--- config.mk ---
export PLATFORM = sky130hd
export DESIGN_NAME = proc_run_controller
export DESIGN_NICKNAME = d
export VERILOG_FILES = /design/src/rtl/proc_run_controller.sv
export SDC_FILE = /design/constraint.sdc
export NUM_CORES = 1
export LEC_CHECK = 0
export CAP_MARGIN = 20
export CORE_MARGIN = 2
export CORE_UTILIZATION = 50
export DETAILED_ROUTE_END_ITERATION = 6
export GPL_ROUTABILITY_DRIVEN = 0
export HOLD_SLACK_MARGIN = 0.15
export PLACE_DENSITY = 0.9
export SKIP_LAST_GASP = 1
export SLEW_MARGIN = 10
export SYNTH_ARGS = -nofsm -noshare
export SYNTH_HDL_FRONTEND = slang
export SYNTH_SLANG_ARGS = --single-unit
--- constraint.sdc ---
create_clock -name clk -period 2.35 [get_ports clk]
set_input_delay 0.47 -clock clk [delete_from_list [all_inputs] [get_ports clk]]
set_output_delay 0.47 -clock clk [all_outputs]
set_load 0.02 [all_outputs]
--- src/rtl/proc_run_controller.sv ---
// rtl/proc_run_controller.sv - program load and run sequencing for the 4-bit-PC core
// Streams program bytes into instruction memory, then gates core execution via core_en/core_rst.
module proc_run_controller #(
   parameter int IMEM_DEPTH = 16,
   parameter int ADDR_W     = 4,
   parameter int CYC_W      = 8
) (
   input  logic              clk,
   input  logic              rst_n,
   input  logic              cmd_valid,
   output logic              cmd_ready,
   input  logic [1:0]        cmd,
   input  logic [CYC_W-1:0]  cmd_arg,
   input  logic              ld_valid,
   output logic              ld_ready,
   input  logic [7:0]        ld_data,
   output logic              imem_we,
   output logic [ADDR_W-1:0] imem_waddr,
   output logic [7:0]        imem_wdata,
   output logic              core_en,
   output logic              core_rst,
   output logic              busy,
   output logic              done,
   output logic [CYC_W-1:0]  cycles
);

   typedef enum logic [2:0] {
      S_IDLE,
      S_LOAD,
      S_RUN,
      S_STEP,
      S_DONE
   } state_t;

   localparam logic [1:0]        CMD_LOAD  = 2'b00;
   localparam logic [1:0]        CMD_RUN   = 2'b01;
   localparam logic [1:0]        CMD_STEP  = 2'b10;
   localparam logic [1:0]        CMD_HALT  = 2'b11;
   localparam logic [ADDR_W-1:0] LAST_ADDR = ADDR_W'(IMEM_DEPTH - 1);
   localparam logic [CYC_W-1:0]  CYC_MAX   = {CYC_W{1'b1}};

   state_t            r_state;
   logic [ADDR_W-1:0] r_ptr;
   logic [CYC_W-1:0]  r_remain;
   logic              r_free;
   logic              r_load_exit;
   logic              r_imem_we;
   logic [ADDR_W-1:0] r_imem_waddr;
   logic [7:0]        r_imem_wdata;
   logic              r_core_en;
   logic              r_core_rst;
   logic              r_busy;
   logic              r_done;
   logic [CYC_W-1:0]  r_cycles;

   state_t            w_state_nxt;
   logic [ADDR_W-1:0] w_ptr_nxt;
   logic [CYC_W-1:0]  w_remain_nxt;
   logic              w_free_nxt;
   logic              w_load_exit_nxt;
   logic              w_we_nxt;
   logic [ADDR_W-1:0] w_waddr_nxt;
   logic [7:0]        w_wdata_nxt;
   logic              w_core_en_nxt;
   logic              w_core_rst_nxt;
   logic              w_busy_nxt;
   logic              w_done_nxt;
   logic [CYC_W-1:0]  w_cycles_nxt;
   logic              w_cmd_hs;
   logic              w_ld_hs;
   logic              w_halt_hs;

   assign cmd_ready = rst_n & ((r_state == S_IDLE) | (r_state == S_LOAD) | (r_state == S_RUN));
   assign ld_ready  = rst_n & (r_state == S_LOAD);
   assign w_cmd_hs  = cmd_valid & cmd_ready;
   assign w_ld_hs   = ld_valid & ld_ready;
   assign w_halt_hs = w_cmd_hs & (cmd == CMD_HALT);

   assign imem_we    = r_imem_we;
   assign imem_waddr = r_imem_waddr;
   assign imem_wdata = r_imem_wdata;
   assign core_en    = r_core_en;
   assign core_rst   = r_core_rst;
   assign busy       = r_busy;
   assign done       = r_done;
   assign cycles     = r_cycles;

   always_ff @(posedge clk or negedge rst_n) begin
      if (!rst_n) begin
         r_state      <= S_IDLE;
         r_ptr        <= '0;
         r_remain     <= '0;
         r_free       <= 1'b0;
         r_load_exit  <= 1'b0;
         r_imem_we    <= 1'b0;
         r_imem_waddr <= '0;
         r_imem_wdata <= '0;
         r_core_en    <= 1'b0;
         r_core_rst   <= 1'b1;
         r_busy       <= 1'b0;
         r_done       <= 1'b0;
         r_cycles     <= '0;
      end else begin
         r_state      <= w_state_nxt;
         r_ptr        <= w_ptr_nxt;
         r_remain     <= w_remain_nxt;
         r_free       <= w_free_nxt;
         r_load_exit  <= w_load_exit_nxt;
         r_imem_we    <= w_we_nxt;
         r_imem_waddr <= w_waddr_nxt;
         r_imem_wdata <= w_wdata_nxt;
         r_core_en    <= w_core_en_nxt;
         r_core_rst   <= w_core_rst_nxt;
         r_busy       <= w_busy_nxt;
         r_done       <= w_done_nxt;
         r_cycles     <= w_cycles_nxt;
      end
   end

   always_comb begin
      w_state_nxt  = r_state;
      w_ptr_nxt    = r_ptr;
      w_remain_nxt = r_remain;
      w_free_nxt   = r_free;
      w_we_nxt     = 1'b0;
      w_waddr_nxt  = r_imem_waddr;
      w_wdata_nxt  = r_imem_wdata;
      // core_en in the current cycle means the core executed this cycle
      w_cycles_nxt = (r_core_en && (r_cycles != CYC_MAX)) ? r_cycles + 1'b1 : r_cycles;

      case (r_state)
         S_IDLE: begin
            if (w_cmd_hs) begin
               case (cmd)
                  CMD_LOAD: begin
                     w_state_nxt  = S_LOAD;
                     w_ptr_nxt    = '0;
                     w_cycles_nxt = '0;
                  end
                  CMD_RUN: begin
                     w_state_nxt  = S_RUN;
                     w_remain_nxt = cmd_arg;
                     w_free_nxt   = (cmd_arg == '0);
                  end
                  CMD_STEP: w_state_nxt = S_STEP;
                  default:  w_state_nxt = S_DONE;
               endcase
            end
         end
         S_LOAD: begin
            if (w_ld_hs) begin
               w_we_nxt    = 1'b1;
               w_waddr_nxt = r_ptr;
               w_wdata_nxt = ld_data;
               w_ptr_nxt   = r_ptr + 1'b1;
               if (r_ptr == LAST_ADDR) begin
                  w_state_nxt = S_DONE;
               end
            end
            if (w_halt_hs) begin
               w_state_nxt = S_DONE;
            end
         end
         S_RUN: begin
            if (w_halt_hs) begin
               w_state_nxt = S_DONE;
            end else if (!r_free) begin
               if (r_remain <= 1) begin
                  w_state_nxt = S_DONE;
               end else begin
                  w_remain_nxt = r_remain - 1'b1;
               end
            end
         end
         S_STEP:  w_state_nxt = S_DONE;
         S_DONE:  w_state_nxt = S_IDLE;
         default: w_state_nxt = S_IDLE;
      endcase

      w_core_en_nxt   = (w_state_nxt == S_RUN) || (w_state_nxt == S_STEP);
      w_busy_nxt      = (w_state_nxt == S_LOAD) || (w_state_nxt == S_RUN) || (w_state_nxt == S_STEP);
      w_done_nxt      = (w_state_nxt == S_DONE);
      w_load_exit_nxt = (r_state == S_LOAD) && (w_state_nxt != S_LOAD);

      // core reset holds through the DONE cycle after a load and drops on the next one
      if (w_state_nxt == S_LOAD) begin
         w_core_rst_nxt = 1'b1;
      end else if (r_load_exit) begin
         w_core_rst_nxt = 1'b0;
      end else begin
         w_core_rst_nxt = r_core_rst;
      end
   end

endmodule
==> results of run 1 <==
flip-flops by register name, indices dropped and copies added, names as in the netlist:
name,cells
core_rst,1
done,1
core_en,1
r_load_exit,1
imem_waddr,4
imem_we,1
r_free,1
imem_wdata,8
busy,1
r_ptr,4
r_state,3
r_remain,8
cycles,8
report_power, final:
| part | switching [uW] | leakage, uW | internal [uW] |
|---|---|---|---|
| registers | 282 | 0.000535 | 1010 |
| clock network | 239 | 0.0000524 | 318 |
| logic | 801 | 0.000699 | 689 |
layout make-up:
class | count | area, sq um | area share [%]
clock inverter | 1 | 30.0 | 1.07
timing repair buffer | 52 | 508 | 18.0
multi-input combinational | 181 | 1040 | 36.9
tap | 52 | 65.1 | 2.31
clock buffer | 7 | 76.3 | 2.71
sequential | 42 | 1050 | 37.4
inverter | 12 | 45.0 | 1.60
routing by layer:
metal | vias up | GRT usage [%] | wire length (microns)
li1 | 937 | - | -
met1 | 899 | 28.3 | 2030
met2 | 63 | 31.9 | 2300
met3 | 5 | 4.91 | 293
met4 | 0 | 5.77 | 64
met5 | - | 0 | 0
kinds of logic (layout without fill, tap and decap cells):
group	Yosys count	count (layout)	share of synthesized area, %
simple gates	118	118	25.3
flops	42	42	48.2
fa+ha+maj	9	9	5.15
mux	2	2	0.916
buf+inv	21	72	4.24
compound gates	47	47	14.3
xor+xnor	5	5	2.00
cells in the final DEF, fill, tap and decap left out, drive strengths merged, types with 2 or more instances in the layout:
master and count:
clkbuf 7, xnor2 4, mux2i 2, a22o 2
nand3 10, nand2 62, or3 6, and3b 2
a31oi 3, and2 2, ha 9, o211ai 2
o31ai 2, buf 5, nor3 5, a21oi 12
nand4b 2, nor4 3, o22ai 4, nor2 18
o21ai 11, and3 3, inv 12, dfrtp 41
o21a 2, clkdlybuf4s50 46, nor3b 2
per-stage QoR:
stage	instances	area [sq um]	hold slack [ns]	power (uW)
finish	347	2820	0.183	3340
global route	347	2820	0.193	3590
CTS	347	2810	0.181	3350
detailed placement	339	2710	0.413	2790
global placement	339	2710	0.401	2720
floorplan	244	2180	0.174	2190
worst max-delay path by stage:
stage,endpoint,from,slack (ns)
finish,cmd_ready,r_state[1]$_DFF_PN0_,0.23
detailed placement,r_ptr[2]$_DFFE_PN0P_,cmd[0],-0.01
global route,done$_DFF_PN0_,r_state[2]$_DFF_PN0_,0.12
floorplan,r_ptr[3]$_DFFE_PN0P_,r_state[1]$_DFF_PN0_,0.55
CTS,ld_ready,r_state[2]$_DFF_PN0_,0.06
global placement,r_ptr[3]$_DFFE_PN0P_,cmd[0],0.09
==> metrics.cfg, run 1 <==
[outcome]
status = completed

[route]
dr.first_iter.drc_count = 190
avgViaCountPerCell = 5.49
routed_wl_microns = 4680
drc = 0
ant_nets = 0
dr_total_vias = 1904
dr.pass1.iters = 4
post_drt_wl_per_cell_microns = 13.5

[die]
ios = 49
die_w_microns = 70.1
core_area_sq_um = 4290
die_y_microns = 70.1
placementRows = 24
die-area_sq_um = 4910
initial_core_util_pct = 50.9

[yosys]
netlist_area_sq_um = 2180
netlist.area_leader.share_pct = 47.0
ys_ff_latch = 42
synth.avg_cell_area_sq_um = 8.95
synth_top_area_cell = dfrtp_1
yosysMostFrequentCell = nand2_1
ys_top_cells_by_area = dfrtp_1 (47%), nand2_1 (10%), ha_1 (5.2%), nor2_1 (3.1%), a21oi_1 (2.7%)
yosys.cell_types.count = 47
synth-edff-count = 0
synth_ff_type = dfrtp_1
synth_warnings = 0
syn-num-nets = 275
syn_inst = 244
async_reset_ff_share_pct = 100
ys_top_cells_by_count = nand2_1 (61), dfrtp_1 (41), nor2_1 (18)
yosysSeqAreaShare_pct = 48.2

[cts]
cts-root-buf = clkbuf_8
cts_buffers = 5
htree_levels = 2
insertion_delay_ns = 0.29
cts_sinks = 42
cts_resized = 0
hold_buffers = 0
path_clk_slew_ns = 0.08
post-cts-setup-buffers = 0
cts_buffer_depth = 2
cts_tree = done

[worst_setup_path]
cp_max_fo = 9
rr_startpoint = r_state[2]$_DFF_PN0_
endpoint_kind = primary output
cp_num_cells = 3
worstPathRequired_ns = 1.88
path_delay_family = buffers and inverters
reg2reg_depth = 6
path_buf_inv = 1
cp_slowest_cell = clkdlybuf4s50_1
cp_slowest_stage_delay_ns = 0.60
reg2reg_to = done$_DFF_PN0_
r2r_slack_ns = 0.24
crit_chain = nand2_1 -> and3b_1 -> clkdlybuf4s50_1
worstSetupStartpointType = flip-flop
cp.arrival_ns = 1.65
crit_type = flip-flop to primary output

[timing]
period_minus_slack_ns = 2.12
final.setup.worst_slack_ns = 0.231
final_hold_viol_count = 0
worst_pin_slew_ns = 0.613
skew_ns = 0.00308
worst_slew_margin_rel_pct = 58.9
min_period_over_period_pct = 90.2
report.final.slew_viol_count = 0
fmax_mhz = 472
tns_ns = 0
rsz0062_at_grt = false
setup_violations = 0

[grt]
grt_first_pass_wirelength_microns = 7940
grt_pass1_vias = 1714
grt_max_degree = 29
grt_overflow_total = 0
antenna_found_initial = 0
grt_use_total_pct = 20.3

[pwr]
ir_worst_vdd_uv = 567
p_leak_uw = 0.00129
powerDensity_nw_per_um2 = 1180

[worst_hold_path]
hold_class = input pin to asynchronous set/reset pin

[cells_and_area]
utilization_pct = 65.6
fin_nets = 325
final_layout_size_suffix_gt1_share_pct = 6.10
area_delta_synth_final_pct = 28.9
num_antenna_cells = 0
nFillCells = 379

[placed_design]
hpwl_microns = 3450
post-place-ws_ns = -0.0104
io_buffer_count = 48

[flow_run]
cap_viol_max_count = 0

No activity file was read; power rests on OpenSTA's default activity.
==> run 2: changes to the inputs <==
Settings changed: CORE_UTILIZATION 50 to 30, PLACE_DENSITY 0.9 to 0.63.
==> run 2 against run 1 <==
Net effect: power increased by 1.7%; utilization decreased by 24 points; wire length increased by 5.3%; maximum frequency decreased by 7.0%; critical path type unchanged.
==> metrics.cfg, run 2 (synthesis results as in run 1) <==
[outcome]
status = completed

[route]
avgViaCountPerCell = 4.73  ; -14%
post_drt_wl_per_cell_microns = 12.3  ; -8.7%
dr.first_iter.drc_count = 57  ; -70%
drc = 0  ; unchanged
dr_total_vias = 1892  ; -0.63%
routed_wl_microns = 4930  ; +5.3%
dr.pass1.iters = 4  ; unchanged
ant_nets = 0  ; unchanged

[grt]
grt_max_degree = 33  ; +14%
grt_pass1_vias = 1855  ; +8.2%
grt_use_total_pct = 13.7  ; -6.6 points
grt_first_pass_wirelength_microns = 8580  ; +8.1%
antenna_found_initial = 0  ; unchanged
grt_overflow_total = 0  ; unchanged

[timing]
report.final.slew_viol_count = 0  ; unchanged
period_minus_slack_ns = 2.28  ; +0.160 ns
worst_slew_margin_rel_pct = 67.2  ; +8.3 points
worst_pin_slew_ns = 0.480  ; -0.133 ns
rsz0062_at_grt = false
fmax_mhz = 439  ; -7.0%
tns_ns = 0  ; unchanged
whs_ns = 0.247  ; +0.0637 ns
skew_ns = 0.00986  ; +0.00678 ns
min_period_over_period_pct = 97.0  ; +6.8 points
setup_violations = 0  ; unchanged
final_hold_viol_count = 0  ; unchanged

[cells_and_area]
fin_nets = 331  ; +1.8%
area_delta_synth_final_pct = 34.3
layout_common_cells = nand2_1 (61), clkdlybuf4s50_1 (47), dfrtp_1 (41), nor2_1 (18), a21oi_1 (12)
nFillCells = 754  ; +99%
regArea_sq_um = 1050  ; unchanged
num_antenna_cells = 0  ; unchanged
final_layout_size_suffix_gt1_share_pct = 7.97  ; +1.9 points
layout_commonest_cell = nand2_1
multi_input_area_sq_um = 1040  ; unchanged
stdcell_area_sq_um = 2930  ; +4.2%

[cts]
cts_sinks = 42  ; unchanged
htree_levels = 2  ; unchanged
cts_buffers = 5  ; unchanged
cts-root-buf = clkbuf_8
cts_tree = done
post-cts-setup-buffers = 0  ; unchanged
insertion_delay_ns = 0.30  ; about the same
cts_buffer_depth = 2  ; unchanged
path_clk_slew_ns = 0.09  ; about the same
cts_resized = 0  ; unchanged

[die]
ios = 49  ; unchanged
placementRows = 31  ; +29%
core_area_sq_um = 7140  ; +66%
die_w_microns = 89.3  ; +27%
die_y_microns = 89.3  ; +27%
die-area_sq_um = 7980  ; +62%
initial_core_util_pct = 30.6  ; -20 points

[worst_setup_path]
r2r_slack_ns = 0.40  ; +0.16 ns
worstPathRequired_ns = 1.88  ; about the same
cp.arrival_ns = 1.81  ; +0.16 ns
crit_type = flip-flop to primary output
worstSetupStartpointType = flip-flop
cp_max_fo = 10  ; +1
reg2reg_depth = 5  ; -1
endpoint_kind = primary output

[placed_design]
hpwl_microns = 3620  ; +4.7%
io_buffer_count = 48  ; unchanged
placed_cell_area_sq_um = 2800  ; +3.3%

[pwr]
p_leak_uw = 0.00130  ; +1.1%
ir_worst_vdd_uv = 309  ; -46%
powerDensity_nw_per_um2 = 1160  ; -2.4%

[flow_run]
cap_viol_max_count = 0  ; unchanged

[worst_hold_path]
hold_class = input pin to asynchronous set/reset pin

## run 2: changes by cell type in the layout (fill, tap and decap cells not counted), sizes merged
cell	previous run	this run
buf	5	9
clkbuf	7	5
clkdlybuf4s50	46	47
clkinvlp	0	1
dlygate4sd3	0	2
dlymetal6s2s	1	0
inv	12	13
## run 2: final cells by class
| type | instances | share of cell area, % |
|---|---|---|
| well taps | 99 | 4.22 |
| clock buffers | 5 | 2.35 |
| clock inverters | 3 | 1.66 |
| multi-input cells | 181 | 35.4 |
| flip-flops and latches | 42 | 35.9 |
| inverters | 12 | 1.54 |
| repair buffers | 58 | 18.9 |
## run 2: worst paths after layout
| check | from | end |
|---|---|---|
| max reg2reg | r_state[2]$_DFF_PN0_ | r_ptr[3]$_DFFE_PN0P_ |
| max | r_state[2]$_DFF_PN0_ | ld_ready |
| max in group asynchronous | rst_n | r_state[0]$_DFF_PN0_ |
| min reg2reg | r_load_exit$_DFF_PN0_ | core_rst$_DFFE_PN1P_ |
| min | rst_n | r_remain[3]$_DFFE_PN0P_ |
| min in group clk | r_load_exit$_DFF_PN0_ | core_rst$_DFFE_PN1P_ |
## run 2: worst max-delay path: stages, from the launching register on
cell             delay [ns]
dfrtp_1                0.50
and4bb_2               0.40
clkdlybuf4s50_1        0.61
## run 2: repair_timing
action	4_1_cts	5_1_grt
setup endpoints to repair	0	0
hold endpoints to repair	9	0
hold buffers	2	0
## run 2: per-stage QoR
step | setup WS, ns | utilization (%) | total power, uW | instances
2_1_floorplan | 0.550 | - | 2190 | 244
3_3_place_gp | 0.0834 | 39.2 | 2780 | 390
3_5_place_dp | 0.0306 | 39.2 | 2810 | 390
4_1_cts | 0.0581 | 41.1 | 3430 | 400
5_1_grt | 0.00763 | 41.1 | 3670 | 400
6_report | 0.0712 | 41.1 | 3390 | 400
## run 2: power by group
part	leakage [uW]	internal (uW)	switching, uW
logic	0.000709	711	790
registers	0.000535	1010	284
clock network	0.0000563	324	279
## run 2: layer usage
layer  track usage [%]  vias up  part of all wire (%)
met2              22.3       41                    47
met5                 0        -                     0
met1              18.5      896                    48
met3              2.77        5                   4.2
met4              3.66        0                  0.95
li1                  -      950                     -
